===== src/rtl/ex_multicycle_unit.sv =====
// Iterative EX-stage unit: unsigned shift-add multiply and restoring divide.
// One iteration per clock. Results are released to EX/MM as a single-cycle res_valid pulse.
module ex_multicycle_unit #(
    parameter int WIDTH = 16,
    parameter int CNT_W = 5
) (
    input  logic             clk,
    input  logic             rst,
    input  logic             start,
    input  logic             op,
    input  logic [WIDTH-1:0] opa,
    input  logic [WIDTH-1:0] opb,
    input  logic [3:0]       dst_in,
    input  logic             flush,
    output logic             ex_busy,
    output logic             div_zero,
    output logic             res_valid,
    output logic [WIDTH-1:0] res_lo,
    output logic [WIDTH-1:0] res_hi,
    output logic [3:0]       dst_out
);

    typedef enum logic [1:0] {IDLE, MUL, DIV, DONE} state_e;

    state_e             state_q;
    logic [WIDTH-1:0]   opd_q;      // multiplicand (MUL) or divisor (DIV)
    logic [2*WIDTH-1:0] acc_q;      // {hi, lo}: {product hi, multiplier} or {rem, quo}
    logic [CNT_W-1:0]   cnt_q;
    logic [3:0]         dst_q;
    logic               busy_q;
    logic               dz_q;
    logic               valid_q;
    logic [WIDTH-1:0]   res_lo_q;
    logic [WIDTH-1:0]   res_hi_q;
    logic [3:0]         dst_out_q;

    logic [WIDTH:0]     mul_sum;
    logic [WIDTH:0]     div_rem_ext;
    logic [WIDTH:0]     div_trial;
    logic [2*WIDTH-1:0] acc_d;
    logic               last_iter;

    // One iteration of the active operation.
    // NOTE: every variable assigned here gets a default first so no latch is inferred.
    always_comb begin
        acc_d       = acc_q;
        mul_sum     = {1'b0, acc_q[2*WIDTH-1:WIDTH]} + {1'b0, opd_q};
        div_rem_ext = {acc_q[2*WIDTH-1:WIDTH], acc_q[WIDTH-1]};
        div_trial   = div_rem_ext - {1'b0, opd_q};
        if (state_q == MUL) begin
            if (acc_q[0]) acc_d = {mul_sum, acc_q[WIDTH-1:1]};
            else          acc_d = {1'b0, acc_q[2*WIDTH-1:1]};
        end else if (state_q == DIV) begin
            if (!div_trial[WIDTH]) acc_d = {div_trial[WIDTH-1:0], acc_q[WIDTH-2:0], 1'b1};
            else                   acc_d = {div_rem_ext[WIDTH-1:0], acc_q[WIDTH-2:0], 1'b0};
        end
    end

    assign last_iter = (cnt_q == CNT_W'(WIDTH - 1));

    // NOTE: state is updated with non-blocking assignments only. The datapath registers
    // (opd_q, acc_q, cnt_q, dst_q) are deliberately left out of reset: they are always
    // loaded at issue before being read.
    always_ff @(posedge clk) begin
        if (rst) begin
            state_q   <= IDLE;
            busy_q    <= 1'b0;
            dz_q      <= 1'b0;
            valid_q   <= 1'b0;
            res_lo_q  <= '0;
            res_hi_q  <= '0;
            dst_out_q <= 4'h0;
        end else begin
            dz_q    <= 1'b0;
            valid_q <= 1'b0;
            if (flush) begin
                state_q <= IDLE;
                busy_q  <= 1'b0;
            end else begin
                case (state_q)
                    IDLE: begin
                        if (start) begin
                            opd_q <= op ? opb : opa;
                            acc_q <= {{WIDTH{1'b0}}, (op ? opa : opb)};
                            dst_q <= dst_in;
                            cnt_q <= '0;
                            if (!op) begin
                                state_q <= MUL;
                                busy_q  <= 1'b1;
                            end else if (opb != '0) begin
                                state_q <= DIV;
                                busy_q  <= 1'b1;
                            end else begin
                                dz_q <= 1'b1;
                            end
                        end
                    end
                    MUL, DIV: begin
                        acc_q <= acc_d;
                        cnt_q <= cnt_q + 1'b1;
                        if (last_iter) begin
                            state_q   <= DONE;
                            busy_q    <= 1'b0;
                            valid_q   <= 1'b1;
                            res_lo_q  <= acc_d[WIDTH-1:0];
                            res_hi_q  <= acc_d[2*WIDTH-1:WIDTH];
                            dst_out_q <= dst_q;
                        end
                    end
                    DONE:    state_q <= IDLE;
                    default: state_q <= IDLE;
                endcase
            end
        end
    end

    assign ex_busy   = busy_q;
    assign div_zero  = dz_q;
    assign res_valid = valid_q;
    assign res_lo    = res_lo_q;
    assign res_hi    = res_hi_q;
    assign dst_out   = dst_out_q;

endmodule


===== config.mk =====
export PLATFORM = sky130hd
export DESIGN_NAME = ex_multicycle_unit
export DESIGN_NICKNAME = d
export VERILOG_FILES = /design/src/rtl/ex_multicycle_unit.sv
export SDC_FILE = /design/constraint.sdc
export NUM_CORES = 1
export LEC_CHECK = 0
export CAP_MARGIN = 20
export CORE_ASPECT_RATIO = 0.9
export CORE_MARGIN = 2
export CORE_UTILIZATION = 50
export CTS_CLUSTER_DIAMETER = 50
export DETAILED_ROUTE_END_ITERATION = 6
export PLACE_DENSITY_LB_ADDON = 0.3
export SYNTH_ARGS = -nofsm -noshare
export SYNTH_HDL_FRONTEND = slang
export SYNTH_SLANG_ARGS = --single-unit
export TNS_END_PERCENT = 1

===== constraint.sdc =====
create_clock -name clk -period 5.82 [get_ports clk]
set_input_delay 1.455 -clock clk [delete_from_list [all_inputs] [get_ports clk]]
set_output_delay 1.455 -clock clk [all_outputs]
set_load 0.02 [all_outputs]

==> results of run 1 <==
==> routing by layer <==
layer  vias up  GRT usage, %
li1       2792             -
met1      2775          33.6
met2       213          46.3
met3        26          4.21
met4         0          8.74
met5         -             0
==> cell families (layout without fill, tap and decap cells) <==
| family | after synthesis | after routing | synth area share, % |
|---|---|---|---|
| AO/OA/AOI/OAI | 216 | 216 | 21.5 |
| XOR/XNOR | 21 | 21 | 2.79 |
| adder cells (fa/ha/maj) | 40 | 40 | 7.83 |
| buffers and inverters | 74 | 132 | 4.37 |
| flip-flops | 98 | 98 | 38.5 |
| multiplexers | 57 | 57 | 9.03 |
| AND/OR/NAND/NOR | 225 | 225 | 16.0 |
==> power groups by stage <==
stage / combinational [mW] / sequential, mW / clock, mW
finish: 0.324 / 0.779 / 0.577
CTS: 0.321 / 0.778 / 0.580
global route: 0.353 / 0.780 / 0.607
detailed placement: 0.319 / 0.794 / 0
floorplan: 0.218 / 0.786 / 0
global placement: 0.310 / 0.793 / 0
==> state kept, by name (all words and copies together) (netlist names) <==
name       count
res_valid      1
acc_q         32
div_zero       1
ex_busy        1
dst_q          4
res_lo        16
opd_q         16
res_hi        16
dst_out        4
cnt_q          5
state_q        2
==> synthesized netlist by cell type (7+ instances only) <==
| library cell | number |
|---|---|
| nor2b_1 | 7 |
| dfxtp_1 | 41 |
| and3_1 | 10 |
| mux2i_1 | 38 |
| nor3_1 | 9 |
| clkbuf_1 | 37 |
| a21oi_1 | 58 |
| a22oi_1 | 7 |
| a211oi_1 | 14 |
| ha_1 | 38 |
| o211ai_1 | 16 |
| edfxtp_1 | 57 |
| a31oi_1 | 7 |
| inv_1 | 29 |
| nand2_1 | 97 |
| and2_1 | 7 |
| xnor2_1 | 15 |
| o21ai_0 | 50 |
| nand3_1 | 7 |
| nor2_1 | 51 |
| a21o_1 | 11 |
| mux2_2 | 19 |
==> layout make-up <==
cell class                      count  area, um^2  area share [%]
Clock inverter                      7        60.1           0.774
Timing Repair Buffer               87         851            11.0
Sequential cell                    98        2530            32.6
Multi-Input combinational cell    559        3780            48.7
Inverter                           29         109            1.40
Clock buffer                        9         225            2.90
Tap cell                          164         205            2.64
==> path summary, 6_finish.rpt <==
kind / from / to / cells after the start
setup reg to reg: opd_q[0]$_DFFE_PP_ / res_hi[12]$_SDFFE_PP0P_ / 10
setup / recovery: opd_q[0]$_DFFE_PP_ / res_hi[12]$_SDFFE_PP0P_ / 10
hold / removal: dst_out[0]$_SDFFE_PP0P_ / dst_out[0]$_SDFFE_PP0P_ / 2
hold reg to reg: dst_out[0]$_SDFFE_PP0P_ / dst_out[0]$_SDFFE_PP0P_ / 2
==> worst max-delay path, delay by kind of cell (launching register included) <==
kind / cells / cell delay (ns)
AO/OA/AOI/OAI: 5 / 1.70
flip-flops: 1 / 0.41
AND/OR/NAND/NOR: 2 / 0.29
adder cells (fa/ha/maj): 2 / 0.67
multiplexers: 1 / 0.38
==> cells in the final DEF, fill, tap and decap left out, types with 10 or more instances in the layout <==
cell and instances:
nor2_1 50, nand2_1 97, a211oi_1 14, inv_1 29, a21oi_1 58, a21o_1 11, mux2i_1 38, edfxtp_1 57
o21ai_0 50, xnor2_1 15, o211ai_1 16, dfxtp_1 41, ha_1 37, mux2_2 19, clkdlybuf4s50_1 79, and3_1 10
==> results.yml, run 1 <==
global_routing:
  grt_pass1_vias: 5775
  antenna_found_initial: 0
  grt_pass1_wl_mm: 29.6
  grt_usage_pct: 26.4
  grt_max_degree: 59
  overflow: 0
place:
  dp.cells: 937
  portBuffers: 79
  dp_hpwl_mm: 14.2
  gp_congestion: 0.934
  post_dp_cell_area_um2: 7480
  dpl_worst_slack_ns: 2.04
power_and_ir_drop:
  p_seq_share_pct: 46.4
  comb_power_share_pct: 19.3
  switching_power_mw: 0.490
  power_mw: 1.68
  power.density_nw_per_um2: 216
  p_leak_nw: 2.85
  irDropWorstVdd_mv: 0.133
  sw_frac_of_total_pct: 29.2
  clockPowerShare_pct: 34.4
  p_int_mw: 1.19
sta:
  max_freq_mhz: 279
  setup_violations: 0
  rsz0062_at_grt: "false"
  drv_slew: 0
  period_share_pct: 61.6
  final-hold-violation-count: 0
  hold_ws_ns: 0.458
  relSlewSlack_pct: 36.1
  worstMarginPinSlew_ns: 0.958
  period_needed_ns: 3.58
  tns_ns: 0
  fin_worst_skew_ns: 0.0108
  setup_slack_ns: 2.24
final_layout:
  fill_cells: 1108
  finalNetCount: 865
  layout-drive-gt1-share_pct: 6.97
  fin_util_pct: 60.7
  diodes: 0
  area_growth_pct: 18.0
  fin_cells: 953
  final_cell_area_um2: 7760
die:
  die_area_um2: 14100
  die_h_um: 113
  start_util_pct: 51.5
  core-area_um2: 12800
  die_w_um: 125
  rows: 39
  ios: 80
synth:
  yosys.area.top_type_share_pct: 26.0
  synth_ff_type: "edfxtp_1"
  yosysTopAreaCell: "edfxtp_1"
  avgSynthCellArea_um2: 9.00
  yosys_warnings: 0
  synth_seq_cells: 98
  yosysSeqAreaShare_pct: 38.5
  yosysUniqueCellTypes: 64
  synthCells: 731
  synth-edff-count: 57
  syn_nets: 812
  syn-cell-area_um2: 6580
  async_reset_ff_share_pct: 0
  synth.area.top_cells: "edfxtp_1, dfxtp_1, ha_1, mux2i_1, nand2_1"
drt:
  totalWireLength_mm: 18.7
  wl_met1_mm: 8.18
  via_count: 5806
  drc: 0
  dr_wl_met2_mm: 9.24
  routed_via_density: 6.09
  post_drt_wl_per_cell_um: 19.6
  antenna_left: 0
  highest-signal-layer: "met4"
  dr.pass1.iters: 5
  drtIter0Drc: 452
  met3WireLength_um: 908
clock_tree:
  cts_resized: 0
  hold_buffers: 0
  root_buffer: "clkbuf_16"
  clkTransAtPathRegs_ns: 0.07
  cts_sinks: 98
  postCtsSetupBuffers: 0
  htreeDepth: 3
  clk_path_buf_depth: 2
  clkLatencyLatePin_ns: 0.35
  cts_tree: "built"
  cts_buffers: 9
critical_path:
  reg2reg_slack_ns: 2.24
  critPathSlowestCell: "a2111oi_0"
  critical_path.max_stage_delay_ns: 0.46
  crit_arrival_ns: 3.80
  critPathLaunchType: "register"
  worstPathRequired_ns: 6.04
  worstPathMaxFanout: 13
  end_kind: "register"
  crit_chain: "ha_1 > fa_1 > nand2b_1 > a21o_1 > a211o_1 > a21oi_4 > o21a_4 > mux2_2 > a2111oi_0 > nor3_1"
  critPathKind: "reg2reg"
min_path:
  min_path_type: "reg2reg"
run:
  max-cap-violations: 0
run_status:
  outcome: "completed"
No activity file was read; power rests on OpenSTA's default activity.
==> run 2, diff against run 1 <==
==> constraint.sdc (replaced) <==
create_clock -name clk -period 3.5 [get_ports clk]
set_input_delay 0.875 -clock clk [delete_from_list [all_inputs] [get_ports clk]]
set_output_delay 0.875 -clock clk [all_outputs]
set_load 0.02 [all_outputs]
==> run 2 against run 1 <==
  * Critical path depth rose by 1
  * Total power rose by 69%
  * Clock skew fell by 0.0038 ns
  * Largest power group unchanged
  * Critical path type unchanged
  * Die area did not move
  * Critical endpoint is now acc_q[29]$_SDFFCE_PP0P_
  * Sequential cell count did not move
  * Sequential power rose by 66%
  * Fmax rose by 11%
  * Count of clock-buffer cells in the layout did not move
==> results.yml, run 2 (synthesized netlist as in run 1, its figures left out) <==
run_status:
  outcome: "completed"
die:
  rows: 39
  die_h_um: 113
  die_area_um2: 14100
  start_util_pct: 51.5
  core-area_um2: 12800
  die_w_um: 125
  ios: 80
place:
  portBuffers: 79
  dp_hpwl_mm: 13.8
  post_dp_cell_area_um2: 7510
  gp_congestion: 0.979
critical_path:
  critPathKind: "reg2reg"
  worstPathRequired_ns: 3.62
  critPathLaunchType: "register"
  critical_path.max_stage_delay_ns: 0.40
  end_kind: "register"
  crit_arrival_ns: 3.36
  crit_chain: "ha_1 > fa_1 > nand2b_1 > a21o_1 > a211o_1 > a21oi_4 > buf_4 > o21ai_1 > a21oi_1 > o21ai_0 > and3_1"
  worstPathMaxFanout: 11
  critPathSlowestCell: "edfxtp_1"
clock_tree:
  htreeDepth: 3
  cts_buffers: 9
  clkLatencyLatePin_ns: 0.36
  cts_sinks: 98
  clk_path_buf_depth: 2
  clkTransAtPathRegs_ns: 0.08
  root_buffer: "clkbuf_16"
  cts_tree: "built"
final_layout:
  diodes: 0
  final_cell_area_um2: 7840
  largest_reg_flops: 32
  area_growth_pct: 19.1
  layout-drive-gt1-share_pct: 7.91
  final_cell_mix: "nand2_1, clkdlybuf4s50_1, a21oi_1"
  finalNetCount: 872
  layout_commonest_cell: "nand2_1"
  top_register: "acc_q"
global_routing:
  grt_max_degree: 48
  grt_usage_pct: 26.0
  grt_pass1_wl_mm: 28.7
  overflow: 0
  grt_pass1_vias: 5524
  antenna_found_initial: 0
power_and_ir_drop:
  power.density_nw_per_um2: 363
  p_leak_nw: 2.90
  irDropWorstVdd_mv: 0.314
drt:
  dr.pass1.iters: 5
  drtIter0Drc: 441
  routed_via_density: 5.97
  drc: 0
  antenna_left: 0
  totalWireLength_mm: 18.3
  via_count: 5733
  post_drt_wl_per_cell_um: 19.1
sta:
  period_share_pct: 92.6
  final-hold-violation-count: 0
  tns_ns: 0
  worstMarginPinSlew_ns: 0.780
  max_freq_mhz: 309
  fin_worst_skew_ns: 0.00703
  relSlewSlack_pct: 47.7
  rsz0062_at_grt: "false"
  period_needed_ns: 3.24
  setup_violations: 0
  drv_slew: 0
run:
  max-cap-violations: 0
min_path:
  min_path_type: "reg2reg"
## run 2: cell count changes in the layout (fill, tap and decap cells not counted), sizes merged
cell      before  now
buf            8   15
clkinv         2    4
clkinvlp       1    0
inv           33   32
## run 2: routing by layer
layer / vias up / GRT usage [%] / wire (um)
met5: - / 0 / 0
met4: 0 / 12.3 / 700
met3: 41 / 4.73 / 983
met2: 173 / 45.0 / 8960
met1: 2704 / 31.7 / 7660
li1: 2815 / - / -
## run 2: final timing paths
| kind | start | to | slack (ns) | cells after the start |
|---|---|---|---|---|
| max | opd_q[0]$_DFFE_PP_ | acc_q[29]$_SDFFCE_PP0P_ | 0.26 | 11 |
| max reg2reg | opd_q[0]$_DFFE_PP_ | acc_q[29]$_SDFFCE_PP0P_ | 0.26 | 11 |
| min reg2reg | res_lo[14]$_SDFFE_PP0P_ | res_lo[14]$_SDFFE_PP0P_ | 0.46 | 2 |
| min | res_lo[14]$_SDFFE_PP0P_ | res_lo[14]$_SDFFE_PP0P_ | 0.46 | 2 |
## run 2: worst max-delay path, delay by kind of cell (launching register included)
family          cells  cell delay (ns)
fa+ha+maj           2             0.65
compound gates      6             1.37
simple gates        2             0.43
buf+inv             1             0.16
flops               1             0.40
## run 2: cell type report
| type | instances | area, um^2 |
|---|---|---|
| clock buffer | 9 | 225 |
| clock inverter | 7 | 81.3 |
| fill | 1107 | 4950 |
| inverter | 29 | 109 |
| sequential | 98 | 2530 |
| timing repair buffer | 94 | 903 |
| multi-input combinational | 559 | 3780 |
| tap | 164 | 205 |
## run 2: timing repair
item	CTS	global route
setup endpoints to repair	0	1
gates resized for setup	0	1
buffers inserted	0	3
hold buffers	0	0
## run 2: metrics by stage
| stage | utilization (%) | hold WS, ns | total power [mW] | instances | setup slack, ns |
|---|---|---|---|---|---|
| 3_5_place_dp | 58.7 | 0.449 | 1.85 | 941 | 0.198 |
| 2_1_floorplan | - | 0.471 | 1.67 | 731 | 0.514 |
| 4_1_cts | 61.1 | 0.460 | 2.85 | 957 | 0.178 |
| 3_3_place_gp | 58.7 | 0.442 | 1.83 | 941 | 0.290 |
| 6_report | 61.3 | 0.456 | 2.84 | 960 | 0.260 |
| 5_1_grt | 61.3 | 0.476 | 2.95 | 960 | 0.0776 |
## run 2: power breakdown
part / switching, mW / leakage [nW] / internal (mW)
clock network: 0.502 / 0.150 / 0.509
logic: 0.311 / 1.89 / 0.226
registers: 0.0329 / 0.861 / 1.26
total: 0.846 / 2.90 / 2.00
==> run 3, diff against run 2 <==
--- a/config.mk
+++ b/config.mk
@@ -5,12 +5,14 @@
 export SDC_FILE = /design/constraint.sdc
 export NUM_CORES = 1
 export LEC_CHECK = 0
+export ABC_AREA = 1
 export CAP_MARGIN = 20
 export CORE_ASPECT_RATIO = 0.9
 export CORE_MARGIN = 2
 export CORE_UTILIZATION = 50
 export CTS_CLUSTER_DIAMETER = 50
 export DETAILED_ROUTE_END_ITERATION = 6
+export HOLD_SLACK_MARGIN = 0.12
 export PLACE_DENSITY_LB_ADDON = 0.3
 export SYNTH_ARGS = -nofsm -noshare
 export SYNTH_HDL_FRONTEND = slang
==> run 3 against run 2 <==
  * Fmax up 19%
  * Sequential power about the same
  * Critical path depth up 5
  * Largest power group unchanged
==> results.yml, run 3 <==
clock_tree:
  cts_resized: 0
  htreeDepth: 3
  clk_path_buf_depth: 2
  postCtsSetupBuffers: 0
  cts_tree: "built"
  hold_buffers: 0
  cts_sinks: 98
  cts_buffers: 9
  clkTransAtPathRegs_ns: 0.08
  root_buffer: "clkbuf_16"
  clkLatencyLatePin_ns: 0.35
sta:
  setup_slack_ns: 0.779
  worstMarginPinSlew_ns: 0.645
  max_freq_mhz: 368
  relSlewSlack_pct: 56.9
  rsz0062_at_grt: "false"
  tns_ns: 0
  period_share_pct: 77.7
  drv_slew: 0
  setup_violations: 0
  hold_ws_ns: 0.472
  final-hold-violation-count: 0
  fin_worst_skew_ns: 0.0120
  period_needed_ns: 2.72
critical_path:
  crit_arrival_ns: 2.81
  reg2reg_slack_ns: 0.78
  worstReg2RegEnd: "acc_q[26]$_SDFFCE_PP0P_"
  cp_common_cell: "nand2_1"
  path_delay_family: "simple AND/OR/NAND/NOR gates"
  critical_path.max_stage_delay_ns: 0.41
  reg2regPathDepth: 16
  worstPathMaxFanout: 23
  critPathKind: "reg2reg"
  critPathLaunchType: "register"
  cp.buffers_inverters: 2
  worstPathRequired_ns: 3.59
  critPathSlowestCell: "fa_1"
  r2r_start: "opd_q[0]$_DFFE_PP_"
  crit_chain: "ha_1 > fa_1 > inv_1 > nand2_1 > nand2_1 > nand3_1 > nand2_2 > nand2_2 > nand2_2 > nand2_4 > nand2_4 > inv_1 > nand2_1 > nand3_1 > nand2_1 > a21oi_1"
  end_kind: "register"
synth:
  synthTopCellsByCount: "nand2_1, inv_1, o21ai_0, a21oi_1, nor2_1"
  synth_ff_type: "edfxtp_1"
  post-synth-top-count-cell: "nand2_1"
  synth.area.top_cells: "edfxtp_1, nand2_1, dfxtp_1, o21ai_0, inv_1"
  yosysTopAreaCell: "edfxtp_1"
  yosys_warnings: 0
  syn-cell-area_um2: 6780
  async_reset_ff_share_pct: 0
  synth_seq_cells: 98
  synthCells: 965
  yosys.area.top_type_share_pct: 25.2
  avgSynthCellArea_um2: 7.02
  synth-edff-count: 57
  yosysUniqueCellTypes: 38
  syn_nets: 1046
  yosysSeqAreaShare_pct: 37.4
global_routing:
  antenna_found_initial: 0
  grt_max_degree: 66
  grt_pass1_wl_mm: 28.9
  overflow: 0
  grt_pass1_vias: 5901
  grt_usage_pct: 25.4
die:
  start_util_pct: 50.9
  core-area_um2: 13300
  die_h_um: 114
  die_w_um: 127
  die_area_um2: 14500
  ios: 80
  rows: 40
min_path:
  hold_start: "ex_busy$_SDFFE_PN0P_"
  min_path_type: "reg2reg"
  min_to: "ex_busy$_SDFFE_PN0P_"
  whs_path_depth: 2
final_layout:
  finalNetCount: 1106
  area_growth_pct: 18.6
  final_cell_area_um2: 8040
  top_register: "acc_q"
  fin_cells: 1198
  final_cell_mix: "nand2_1, inv_1, o21ai_0"
  fin_util_pct: 60.4
  largest_reg_flops: 32
  diodes: 0
  layout-drive-gt1-share_pct: 4.47
  layout_commonest_cell: "nand2_1"
power_and_ir_drop:
  power_mw: 3.01
  p_leak_nw: 3.70
  power.density_nw_per_um2: 375
  irDropWorstVdd_mv: 0.314
drt:
  antenna_left: 0
  post_drt_wl_per_cell_um: 14.9
  via_count: 6428
  totalWireLength_mm: 17.9
  drc: 0
  drtIter0Drc: 464
  dr.pass1.iters: 6
  routed_via_density: 5.37
run:
  max-cap-violations: 0
run_status:
  outcome: "completed"
place:
  dpl_worst_slack_ns: 0.810
  gp_congestion: 0.943
  portBuffers: 79
  dp.cells: 1182
  dp_hpwl_mm: 13.7
  post_dp_cell_area_um2: 7740
run 3: changes by cell type after synthesis, sizes merged, moves of 27 or more:
cell   delta
a21oi    +27
inv     +100
mux2i    -38
nand2   +160
nand3    +57
nor2     +29
o21ai    +55
run 3: logic make-up after synthesis:
kind of cell	share of synthesized area (%)
compound gates	17.3
buf+inv	9.93
fa+ha+maj	7.60
flops	37.4
simple gates	25.8
xor+xnor	1.94
run 3: report_power, final:
part / leakage [nW] / switching [mW] / total, mW / internal [mW]
clock network: 0.148 / 0.478 / 0.987 / 0.509
logic: 2.69 / 0.459 / 0.713 / 0.255
registers: 0.861 / 0.0354 / 1.31 / 1.28
total: 3.70 / 0.972 / 3.01 / 2.04
run 3: final cells by class:
type,count,area (um^2)
multi-input combinational,695,3600
clock inverter,7,73.8
tap,168,210
sequential,98,2530
timing repair buffer,91,913
inverter,130,488
clock buffer,9,225
fill,1226,5270
run 3: metal layers:
| layer | global-route usage [%] | vias up | wire (um) |
|---|---|---|---|
| met5 | 0 | - | 0 |
| li1 | - | 3297 | - |
| met3 | 4.02 | 41 | 977 |
| met2 | 41.8 | 218 | 8260 |
| met4 | 10.7 | 0 | 610 |
| met1 | 33.5 | 2872 | 8040 |
run 3: worst max path at each step:
stage | startpoint | end | depth (start not counted)
2_1_floorplan | flush | acc_q[0]$_DFFE_PP_ | 3
3_3_place_gp | flush | acc_q[29]$_SDFFCE_PP0P_ | 5
3_5_place_dp | flush | acc_q[29]$_SDFFCE_PP0P_ | 5
4_1_cts | opd_q[0]$_DFFE_PP_ | acc_q[26]$_SDFFCE_PP0P_ | 16
5_1_grt | opd_q[0]$_DFFE_PP_ | acc_q[26]$_SDFFCE_PP0P_ | 16
6_report | opd_q[0]$_DFFE_PP_ | acc_q[26]$_SDFFCE_PP0P_ | 16
run 3: worst register-to-register path: stages (launching register included):
cell and delay (ns):
edfxtp_1 0.40, ha_1 0.24, fa_1 0.41, inv_1 0.07
nand2_1 0.05, nand2_1 0.10, nand3_1 0.10, nand2_2 0.12
nand2_2 0.10, nand2_2 0.09, nand2_4 0.08, nand2_4 0.21
inv_1 0.17, nand2_1 0.09, nand3_1 0.07, nand2_1 0.10
a21oi_1 0.07
